==> config.mk <==
export PLATFORM = sky130hd
export DESIGN_NAME = seq_divider
export DESIGN_NICKNAME = d
export VERILOG_FILES = /design/src/rtl/seq_divider.sv
export SDC_FILE = /design/constraint.sdc
export NUM_CORES = 1
export LEC_CHECK = 0
export BUFFER_PORTS_ARGS = -buffer_cell sky130_fd_sc_hd__buf_2
export CORE_ASPECT_RATIO = 0.8
export CORE_MARGIN = 1
export CORE_UTILIZATION = 30
export DETAILED_ROUTE_END_ITERATION = 12
export PLACE_DENSITY = 0.45
export SLEW_MARGIN = 20
export SYNTH_ARGS = -nofsm -noshare
export SYNTH_HDL_FRONTEND = slang
export SYNTH_SLANG_ARGS = --single-unit
==> constraint.sdc <==
create_clock -name clk -period 5.8 [get_ports clk]
set_input_delay 1.74 -clock clk [delete_from_list [all_inputs] [get_ports clk]]
set_output_delay 1.74 -clock clk [all_outputs]
set_load 0.03 [all_outputs]
==> src/rtl/seq_divider.sv <==
// seq_divider: multi-cycle unsigned restoring divider, one quotient bit per clock.
// Define SEQ_DIVIDER_DBZ_DETECT_EN to short-circuit divide-by-zero and flag it on div_by_zero.
module seq_divider #(
  parameter int WIDTH = 8
) (
  input  logic             clk,
  input  logic             rst,
  input  logic             start,
  input  logic [WIDTH-1:0] A,
  input  logic [WIDTH-1:0] B,
  output logic             busy,
  output logic             done,
  output logic [WIDTH-1:0] Q,
  output logic [WIDTH-1:0] R,
  output logic             div_by_zero
);

  localparam int CW = $clog2(WIDTH + 1);

  typedef enum logic [1:0] {
    IDLE,
    CALC,
    DONE,
    ZERO
  } state_t;

  state_t state, next_state;

  logic [WIDTH-1:0] dividend;
  logic [WIDTH-1:0] divisor;
  logic [WIDTH-1:0] quotient;
  logic [WIDTH:0]   part_rem;
  logic [CW-1:0]    iter;

  logic             accept;
  logic             b_zero;
  logic             last_iter;
  logic             fits;
  logic [WIDTH+1:0] p_shift;
  logic [WIDTH+1:0] diff;
  logic [WIDTH:0]   p_next;
  logic [WIDTH-1:0] q_next;

  // The extra top bit keeps the trial subtraction exact, so its sign bit is the restore decision.
  always_comb begin
    p_shift   = {part_rem, dividend[WIDTH-1]};
    diff      = p_shift - (WIDTH + 2)'(divisor);
    fits      = ~diff[WIDTH+1];
    p_next    = fits ? diff[WIDTH:0] : p_shift[WIDTH:0];
    q_next    = {quotient[WIDTH-2:0], fits};
    last_iter = (iter == CW'(WIDTH - 1));
    accept    = start && ((state == IDLE) || (state == DONE));
    b_zero    = (B == '0);
  end

  always_comb begin
    next_state = state;
    case (state)
      IDLE, DONE: begin
        if (start) begin
`ifdef SEQ_DIVIDER_DBZ_DETECT_EN
          next_state = b_zero ? ZERO : CALC;
`else
          next_state = CALC;
`endif
        end else begin
          next_state = IDLE;
        end
      end
      CALC: begin
        if (last_iter) begin
          next_state = DONE;
        end
      end
      ZERO:    next_state = DONE;
      default: next_state = IDLE;
    endcase
  end

  always_ff @(posedge clk) begin
    if (rst) begin
      state <= IDLE;
      busy  <= 1'b0;
      done  <= 1'b0;
    end else begin
      state <= next_state;
      busy  <= (next_state == CALC);
      done  <= (next_state == DONE);
    end
  end

  always_ff @(posedge clk) begin
    if (rst) begin
      dividend <= '0;
      divisor  <= '0;
      quotient <= '0;
      part_rem <= '0;
      iter     <= '0;
      Q        <= '0;
      R        <= '0;
    end else if (accept) begin
      dividend <= A;
      divisor  <= B;
      quotient <= '0;
      part_rem <= '0;
      iter     <= '0;
    end else if (state == CALC) begin
      dividend <= dividend << 1;
      quotient <= q_next;
      part_rem <= p_next;
      iter     <= iter + CW'(1);
      if (last_iter) begin
        Q <= q_next;
        R <= p_next[WIDTH-1:0];
      end
`ifdef SEQ_DIVIDER_DBZ_DETECT_EN
    end else if (state == ZERO) begin
      Q <= '1;
      R <= dividend;
`endif
    end
  end

`ifdef SEQ_DIVIDER_DBZ_DETECT_EN
  // The flag follows whichever completion last loaded Q/R.
  always_ff @(posedge clk) begin
    if (rst) begin
      div_by_zero <= 1'b0;
    end else if (state == ZERO) begin
      div_by_zero <= 1'b1;
    end else if ((state == CALC) && last_iter) begin
      div_by_zero <= 1'b0;
    end
  end
`else
  assign div_by_zero = 1'b0;
`endif

endmodule

# Word-level counts from Yosys, hierarchy flattened
# Cells that the tools add are included.
# totals
ramBits	0
latchBits	0
rom_bits	0
regBits	56
inputBits	19
output_inout_bits	19
word_cells	33
memories	0
# op_classes
magnitude_cmp	0
n_reduce_logical	7
shifts	0
addsub	2
bitwise_logic	2
muxes	6
div_mod_pow	0
multipliers	0
eq_ne	6
# op_table
op	n
two-way mux 8 bit	2
subtractor 10 x 8 -> 10 bit	1
two-way mux 9 bit	1
equality test 2 bit (second input constant)	3
one-hot mux 2 bit (3 select lines)	1
adder 4 x 1 -> 4 bit (second input constant)	1
equality test 2 x 1 -> 1 bit (second input constant)	2
equality test 4 x 3 -> 1 bit (second input constant)	1
OR reduction 2 bit	2
AND reduction 3 bit	1
logical NOT 2 bit	1
two-way mux 2 bit	1
inverter 1 bit	2
nonzero test 2 bit	1
logical AND 1 bit	1
logical OR 1 bit	1
two-way mux 1 bit	1

# Depth between registers and ports, before layout
# Gate-level depths: netlist of the first run.
# depth
ltp_word	5
ltp_mapped	9
depth_no_buf	9

# Worst setup path before layout of the first run
# OpenSTA, ideal clock, no wires.
# synth_timing
path_kind	input to register
start	input port start
end	register part_rem[1]
n_path_buf	1
slack_ns	2.980
required_time_ns	5.738
t_arrival_ns	2.758
setup_time_ns	0.062
cell_stages	5
cell_sequence	nand2b_1 > clkbuf_1 > nand2_1 > or4_1 > nand3_1
# synth_between
elab_chain_cells	2
# synth_rtl
item	line	text
start: declaration	8	input logic start,
logical AND 1 bit	52	accept = start && ((state == IDLE) || (state == DONE));
OR reduction 2 bit (no source line)	-	
end signal: assignment	110	part_rem <= p_next;
end: declaration	32	logic [WIDTH:0] part_rem;
# Every way passes these cells.
# A chain may end at the register's enable or synchronous reset.

# Worst setup path in the final report of the first run
# layout_timing
start	input port start
end	register part_rem[0]
# Same word-level chain as after synthesis.

==> impl_metrics.ini, run 1 <==
[critical_path]
critical-path-max-stage-delay_ns = 0.62
critPathMaxFanout = 18
start_kind = input pin
worstPathRequired_ns = 6.05
crit_start = start
path_class = in2reg
crit_path_end = part_rem[0]
worstPathArrival_ns = 3.51
r2r_cells = 8
crit_path_cell_trace = buf_2 > nand2b_1 > nand2_1 > or4_1 > nand3_1
rr_endpoint = R[7]
cp_slowest_cell = or4_1
reg2reg_from = dividend[7]
cp-end-kind = flip-flop
ff2ff_setup_slack_ns = 3.26

[pwr]
power_switching_mw = 0.2590
power.total_mw = 0.8556
leakage_nw = 1.148
p_per_area_mw_per_mm2 = 287.3
swShare_pct = 30.27
peakVddDrop_mv = 0.1211
p_int_mw = 0.5966
pwr-share-seq_pct = 48.0
combPwrFrac_pct = 21.8
p_clk_share_pct = 30.1

[synth]
syn_area_sq_mm = 0.002605
synth.area.top_cells = dfxtp_1, nand2_1, a21oi_1, ha_1, nor2_1
yosys.area.top_type = dfxtp_1
synth_nets = 352
yosys.cell_types.count = 48
synth_top_cell_area_share_pct = 43.04
synthFlopType = dfxtp_1
async_flop_share_pct = 0
netlist_instances = 323
synth_edf_count = 0
ys_ff_latch = 56
ys_warn_count = 0
synth.most_common_cell = nand2_1
syn_avg_cell_area_sq_um = 8.065
ys_seq_area_share_pct = 43.04
netlist_top_cells_count = nand2_1, dfxtp_1, a21oi_1, nor2_1, clkbuf_1

[cts]
clkSinkCount = 56
root_buffer = clkbuf_8
hold_buffers = 0
cts_max_level = 2
cts_buffer_depth = 2
ctsResizeCount = 0
cts_tree = built
numCtsBuffers = 5
clkTransAtPathRegs_ns = 0.10
post_cts_buffers = 0
clk_latency_ns = 0.31

[cells_and_area]
areaGrowthSynthToFinish_pct = 14.31
layout-drive-gt1-share_pct = 16.00
antenna_cells = 0
finalNonFillerCells = 462
fill_cells = 902
final_nets = 378

[timing]
finalCritPeriodShare_pct = 56.17
setup_viol = 0
hold_violations = 0
skew_ns = 0.008178
maxClockFrequency_mhz = 306.9
slew_headroom_pct = 34.44
slew_viol_final = 0
tightest_slew_ns = 0.9586
fin_setup_tns_ns = 0
rsz0062_at_grt = no
min_period_ns = 3.258

[global_routing]
grt_remaining_overflow = 0
antenna_found_initial = 0
grt_pass1_vias = 1942
grt_first_pass_wirelength_mm = 9.591
grt_start_max_net_pins = 41
track_usage_pct = 13.43

[min_path]
min_path_type = reg2reg

[floorplan]
die_h_microns = 85.35
initial_utilization_pct = 30.84
pin_count = 38
placementRows = 30
die-area_sq_mm = 0.009062
die_w_microns = 106.2
coreArea_sq_mm = 0.008446

[placed_design]
post-dp-hpwl_mm = 4.105
port_buffers = 36
place_inst = 454
place.gp.congestion = 0.7782

[detailed_routing]
antenna_left = 0
wl_mm = 5.759
wl_per_cell_microns = 12.47
drc = 0
detail_route.vias_per_cell = 4.801
drt_iter0_drc = 51
vias = 2218
firstDrtPassIters = 4

[run_status]
status = finished clean

[job]
drv_cap = 0
==> sequential cells by signal, indices dropped and copies added, names as in the netlist, 2 cells and up <==
register	cells
Q	8
R	8
dividend	8
divisor	8
iter	4
part_rem	9
quotient	7
state	2
==> cell families (layout without fill, tap and decap cells) <==
family                   after synthesis  after routing  synth area share [%]
flip-flops                            56             56                 43.04
AO/OA/AOI/OAI                         76             76                 18.35
other                                  1              1                0.1440
multiplexers                           5              5                 1.921
adder cells (fa/ha/maj)               10             10                 5.091
AND/OR/NAND/NOR                      137            137                 24.26
buffers and inverters                 30             57                 4.515
XOR/XNOR                               8              8                 2.689
==> power groups by stage <==
stage	Combinational, mW	Clock [mW]	Sequential, mW
3_5_place_dp	0.189	0	0.420
5_1_grt	0.208	0.283	0.414
3_3_place_gp	0.189	0	0.420
4_1_cts	0.190	0.267	0.411
6_report	0.187	0.258	0.411
2_1_floorplan	0.148	0	0.417
==> cells in the final DEF (no fill, tap or decap), types with 4 or more instances in the layout <==
cell      netlist  layout
a211oi_1        5       5
nand3_1         5       5
dfxtp_1        56      56
o21ai_0        11      11
buf_2           1      36
nand2_1        62      62
xor2_1          4       4
mux2i_1         5       5
nor2_1         28      27
ha_1            9       9
nor4_1          4       4
inv_1          11      11
o22ai_1         7       7
nor3_1         12      12
clkbuf_8        0       5
xnor2_1         4       4
a21oi_1        35      35
==> final cells by class <==
cell class | instances | area, sq um | share of cell area [%]
Multi-Input combinational cell | 237 | 1369 | 45.97
Sequential cell | 56 | 1121 | 37.65
Timing Repair Buffer | 38 | 195.2 | 6.555
Tap cell | 112 | 140.1 | 4.706
Clock buffer | 5 | 68.82 | 2.311
Clock inverter | 3 | 42.54 | 1.429
Inverter | 11 | 41.29 | 1.387
==> metrics by stage <==
| stage | worst slack (ns) | util [%] | instance area [sq um] | hold slack (ns) |
|---|---|---|---|---|
| 3_5_place_dp | 2.191 | 33.91 | 2864 | 0.4448 |
| 3_3_place_gp | 2.225 | 33.91 | 2864 | 0.4441 |
| 4_1_cts | 2.508 | 35.23 | 2975 | 0.4600 |
| 5_1_grt | 2.380 | 35.26 | 2978 | 0.4752 |
| 6_report | 2.542 | 35.26 | 2978 | 0.4562 |
| 2_1_floorplan | 2.980 | - | 2605 | 0.4322 |
==> worst max-delay path, delay by kind of cell <==
kind / cells / cell delay [ns]
buffers and inverters: 1 / 0.10
AND/OR/NAND/NOR: 4 / 1.67
==> per-layer routing <==
layer	part of all wire, %	track usage, %	vias up	wire length, microns
li1	-	-	1166	-
met3	3.8	3.303	4	220
met4	0.87	3.788	0	50
met2	42	19.78	44	2424
met1	53	19.35	1004	3064
met5	0	0	-	0
==> worst min path at each step <==
| stage | endpoint | cells past startpoint | slack, ns | from |
|---|---|---|---|---|
| CTS | Q[6] | 2 | 0.46 | Q[6] |
| global placement | Q[0] | 2 | 0.44 | Q[0] |
| finish | Q[2] | 2 | 0.46 | Q[2] |
| global route | Q[6] | 2 | 0.48 | Q[6] |
| detailed placement | Q[6] | 2 | 0.44 | Q[6] |
| floorplan | Q[7] | 2 | 0.43 | quotient[6] |
No activity file was read; power rests on OpenSTA's default activity.
==> run 2, diff against run 1 <==
- clock period: 5.8 -> 3.1 ns (I/O delays scaled with it)
==> impl_metrics.ini, run 2 (synthesis gave the netlist of run 1 again) <==
[cts]
clkSinkCount = 56
cts_buffer_depth = 2
root_buffer = clkbuf_8
clkTransAtPathRegs_ns = 0.11
clk_latency_ns = 0.31
numCtsBuffers = 5
cts_tree = built
post_cts_buffers = 0
ctsResizeCount = 0
hold_buffers = 0
cts_max_level = 2

[min_path]
min_from = Q[2]
min_path_type = reg2reg
min_delay_path_depth = 2

[critical_path]
ff2ff_setup_slack_ns = 0.71
crit_start = dividend[7]
worstPathRequired_ns = 3.36
cp-end-kind = flip-flop
start_kind = flip-flop
cp_slowest_cell = or3_1
rr_endpoint = part_rem[1]
r2r_cells = 8
critPathMaxFanout = 8
worstPathArrival_ns = 2.65
critical-path-max-stage-delay_ns = 0.48
path_class = reg2reg
crit_path_cell_trace = inv_1 > ha_1 > nand2b_1 > a211oi_4 > nor3_2 > or3_1 > or4_1 > nand3_1
reg2reg_from = dividend[7]
crit_path_end = part_rem[1]

[timing]
setup_viol = 0
finalCritPeriodShare_pct = 76.95
slew_viol_final = 0
fin_setup_tns_ns = 0
skew_ns = 0.006923
maxClockFrequency_mhz = 419.2
hold_slack_ns = 0.4569
min_period_ns = 2.385
hold_violations = 0
rsz0062_at_grt = no
tightest_slew_ns = 0.5912
slew_headroom_pct = 60.44

[floorplan]
pin_count = 38
die-area_sq_mm = 0.009062
initial_utilization_pct = 30.84
placementRows = 30
die_h_microns = 85.35
die_w_microns = 106.2
coreArea_sq_mm = 0.008446

[placed_design]
place.gp.congestion = 0.7727
post-dp-hpwl_mm = 4.404
port_buffers = 36

[detailed_routing]
drt_iter0_drc = 80
firstDrtPassIters = 4
antenna_left = 0
wl_per_cell_microns = 12.87
vias = 2269
drc = 0
detail_route.vias_per_cell = 4.848
wl_mm = 6.025

[cells_and_area]
final_nets = 384
largest_reg_flops = 9
layout_common_cells = nand2_1, dfxtp_1, buf_2
fill_cells = 918
largest-register = part_rem
mostFrequentLayoutCell = nand2_1
areaGrowthSynthToFinish_pct = 15.37
layout-drive-gt1-share_pct = 17.13
finalCoreUtilization_pct = 35.59
antenna_cells = 0

[global_routing]
grt_start_max_net_pins = 28
grt_remaining_overflow = 0
met3_usage_pct = 3.379
antenna_found_initial = 0
grt.busiest_layer = met2
grt_pass1_vias = 2199
grtUsageMet1_pct = 19.44
gr-usage-met2_pct = 23.08
track_usage_pct = 14.39
grt_first_pass_wirelength_mm = 10.53

[pwr]
leakage_nw = 1.170
p_per_area_mw_per_mm2 = 520.2
peakVddDrop_mv = 0.3067
power.total_mw = 1.563

[run_status]
status = finished clean

[job]
drv_cap = 0
[run 2: changes by cell type in the layout (fill, tap and decap cells not counted)]
cell,previous run,this run
buf_4,2,8
bufinv_16,1,0
clkinv_2,1,0
clkinv_4,0,1
inv_8,0,1
nor2_1,27,28
nor2_2,3,2
[run 2: stage by stage]
stage / setup WS, ns / cells / cell area [sq um]
after detailed placement: 0.7312 / 460 / 2909
after global placement: 0.7665 / 460 / 2909
after CTS: 0.7159 / 468 / 3005
after global routing: 0.5464 / 468 / 3005
after floorplan: 0.8770 / 323 / 2605
final: 0.7146 / 468 / 3005
[run 2: final cells by class]
cell class | count | area, sq um | share of cell area, %
clock buffer | 5 | 68.82 | 2.290
clock inverter | 3 | 27.53 | 0.9159
inverter | 11 | 41.29 | 1.374
multi-input combinational | 237 | 1366 | 45.46
sequential | 56 | 1121 | 37.30
tap | 112 | 140.1 | 4.663
timing repair buffer | 44 | 240.2 | 7.993
[run 2: per-layer routing]
layer	share of wire [%]	vias to the layer above
li1	-	1183
met1	52	1031
met2	43	49
met3	4.1	6
met4	1.2	0
met5	0	-
[run 2: worst max-delay path: cells and delay by family, from the launching register on]
kind | cells | cell delay [ns]
AO/OA/AOI/OAI | 1 | 0.32
adder cells (fa/ha/maj) | 1 | 0.22
buffers and inverters | 1 | 0.07
flip-flops | 1 | 0.37
AND/OR/NAND/NOR | 5 | 1.35
[run 2: where the power goes]
group | switching (mW) | internal [mW] | total [mW]
clock | 0.266 | 0.167 | 0.432
combinational | 0.224 | 0.138 | 0.361
sequential | 0.0220 | 0.748 | 0.770
total | 0.511 | 1.05 | 1.56
[run 2: worst min path at each step]
stage | endpoint | slack, ns
3_3_place_gp | Q[2] | 0.44
2_1_floorplan | Q[7] | 0.43
6_report | Q[2] | 0.46
5_1_grt | Q[4] | 0.48
4_1_cts | Q[2] | 0.46
3_5_place_dp | Q[2] | 0.44
==> run 3, diff against run 2 <==
- PLACE_DENSITY: 0.45 -> 0.47
- clock period: 3.1 -> 2.06 ns (I/O delays scaled with it)
==> impl_metrics.ini, run 3 (synthesis gave the netlist of run 1 again) <==
[run_status]
status = complete, but fails checks
violations = setup timing

[cells_and_area]
seq_area_sq_mm = 0.001129
antenna_cells = 0
largest_reg_flops = 9
multi_input_area_sq_mm = 0.001593
layout_common_cells = nand2_1, dfxtp_1, buf_4
final_nets = 415
layout-drive-gt1-share_pct = 33.33
mostFrequentLayoutCell = nand2_1
fill_cells = 880
largest-register = part_rem
areaGrowthSynthToFinish_pct = 33.62
finalNonFillerCells = 499

[timing]
finalCritPeriodShare_pct = 102.1
setup_slack_ns = -0.04314
maxClockFrequency_mhz = 475.5
fin_setup_tns_ns = -0.08348
hold_violations = 0
hold_slack_ns = 0.4561
setup_viol = 7
min_period_ns = 2.103
skew_ns = 0.007761
rsz0062_at_grt = yes
slew_viol_final = 0

[critical_path]
cp_slowest_cell = or3_4
critPathMaxFanout = 8
worstPathArrival_ns = 2.35
crit_path_cell_trace = inv_2 > ha_4 > nand2b_4 > a211oi_4 > nor3_4 > or3_4 > or4_4 > nand3_2
cp-end-kind = flip-flop
worstPathRequired_ns = 2.31
cp_num_buf_inv = 1
start_kind = flip-flop
cpLargestDelayFamily = simple AND/OR/NAND/NOR gates
ff2ff_setup_slack_ns = -0.04
critical-path-max-stage-delay_ns = 0.43
path_class = reg2reg

[cts]
clkTransAtPathRegs_ns = 0.10
cts_max_level = 2
numCtsBuffers = 5
clk_latency_ns = 0.31
cts_buffer_depth = 2
cts_tree = built
clkSinkCount = 56
hold_buffers = 0
root_buffer = clkbuf_8

[floorplan]
die_h_microns = 85.35
die-area_sq_mm = 0.009062
die_w_microns = 106.2
placementRows = 30
initial_utilization_pct = 30.84
coreArea_sq_mm = 0.008446
pin_count = 38

[detailed_routing]
detail_route.vias_per_cell = 4.766
antenna_left = 0
wl_mm = 6.393
drt_iter0_drc = 99
wl_per_cell_microns = 12.81
vias = 2378
firstDrtPassIters = 4
drc = 0

[pwr]
leakage_nw = 1.363
power.total_mw = 2.625
combPwrFrac_pct = 32.5
power_switching_mw = 0.8391
swShare_pct = 31.96
p_clk_share_pct = 23.3
p_per_area_mw_per_mm2 = 754.1
pwr-share-seq_pct = 44.2
peakVddDrop_mv = 0.3270
p_int_mw = 1.786

[placed_design]
place_inst = 489
post-dp-hpwl_mm = 4.644
port_buffers = 36
place.gp.congestion = 0.7420

[job]
drv_cap = 0

[global_routing]
grt_pass1_vias = 2176
track_usage_pct = 14.70
grt_first_pass_wirelength_mm = 10.54
grt_remaining_overflow = 0
grt_start_max_net_pins = 28
antenna_found_initial = 0

[min_path]
min_path_type = reg2reg
run 3: path summary, 6_finish.rpt:
| kind | start | end | depth (start not counted) |
|---|---|---|---|
| max reg2reg | divisor[1] | part_rem[1] | 8 |
| min | Q[2] | Q[2] | 2 |
| min reg2reg | Q[2] | Q[2] | 2 |
| max | divisor[1] | part_rem[1] | 8 |
run 3: per-layer routing:
metal / track usage (%) / up-vias / routed length [microns]
met1: 20.32 / 1090 / 3159
li1: - / 1242 / -
met3: 2.765 / 4 / 284
met5: 0 / - / 0
met2: 23.67 / 42 / 2907
met4: 3.409 / 0 / 42
run 3: worst min-delay path: cells and delay by family, from the launching register on:
| kind | cells | cell delay (ns) |
|---|---|---|
| and+or+nand+nor | 1 | 0.05 |
| DFF | 1 | 0.32 |
| AOI/OAI and AO/OA | 1 | 0.05 |
run 3: repair_timing:
| action | 4_1_cts | 5_1_grt |
|---|---|---|
| buffers inserted | 1 | 1 |
| setup endpoints to repair | 15 | 19 |
| cloned | 0 | 0 |
| gates resized for setup | 20 | 19 |
| pin swaps | 4 | 9 |
run 3: stage by stage:
step	setup WS [ns]	util [%]	cell area (sq um)
floorplan	-0.06987	-	2704
global placement	-0.09323	38.27	3232
detailed placement	-0.1302	38.27	3232
CTS	-0.02617	40.12	3388
global route	-0.1265	41.21	3481
finish	-0.04314	41.21	3481
run 3: final cells by class:
| cell class | instances | area share (%) |
|---|---|---|
| clock buffer | 6 | 2.085 |
| multi-input combinational | 237 | 45.76 |
| sequential | 56 | 32.42 |
| inverter | 11 | 1.186 |
| timing repair buffer | 75 | 14.05 |
| clock inverter | 2 | 0.4673 |
| tap | 112 | 4.026 |
run 3: power by group through the flow:
| stage | Clock [mW] | Combinational (mW) | Sequential [mW] |
|---|---|---|---|
| 2_1_floorplan | 0 | 0.463 | 1.18 |
| 5_1_grt | 0.685 | 0.938 | 1.16 |
| 6_report | 0.612 | 0.853 | 1.16 |
| 3_5_place_dp | 0 | 0.708 | 1.18 |
| 3_3_place_gp | 0 | 0.704 | 1.18 |
| 4_1_cts | 0.647 | 0.798 | 1.16 |
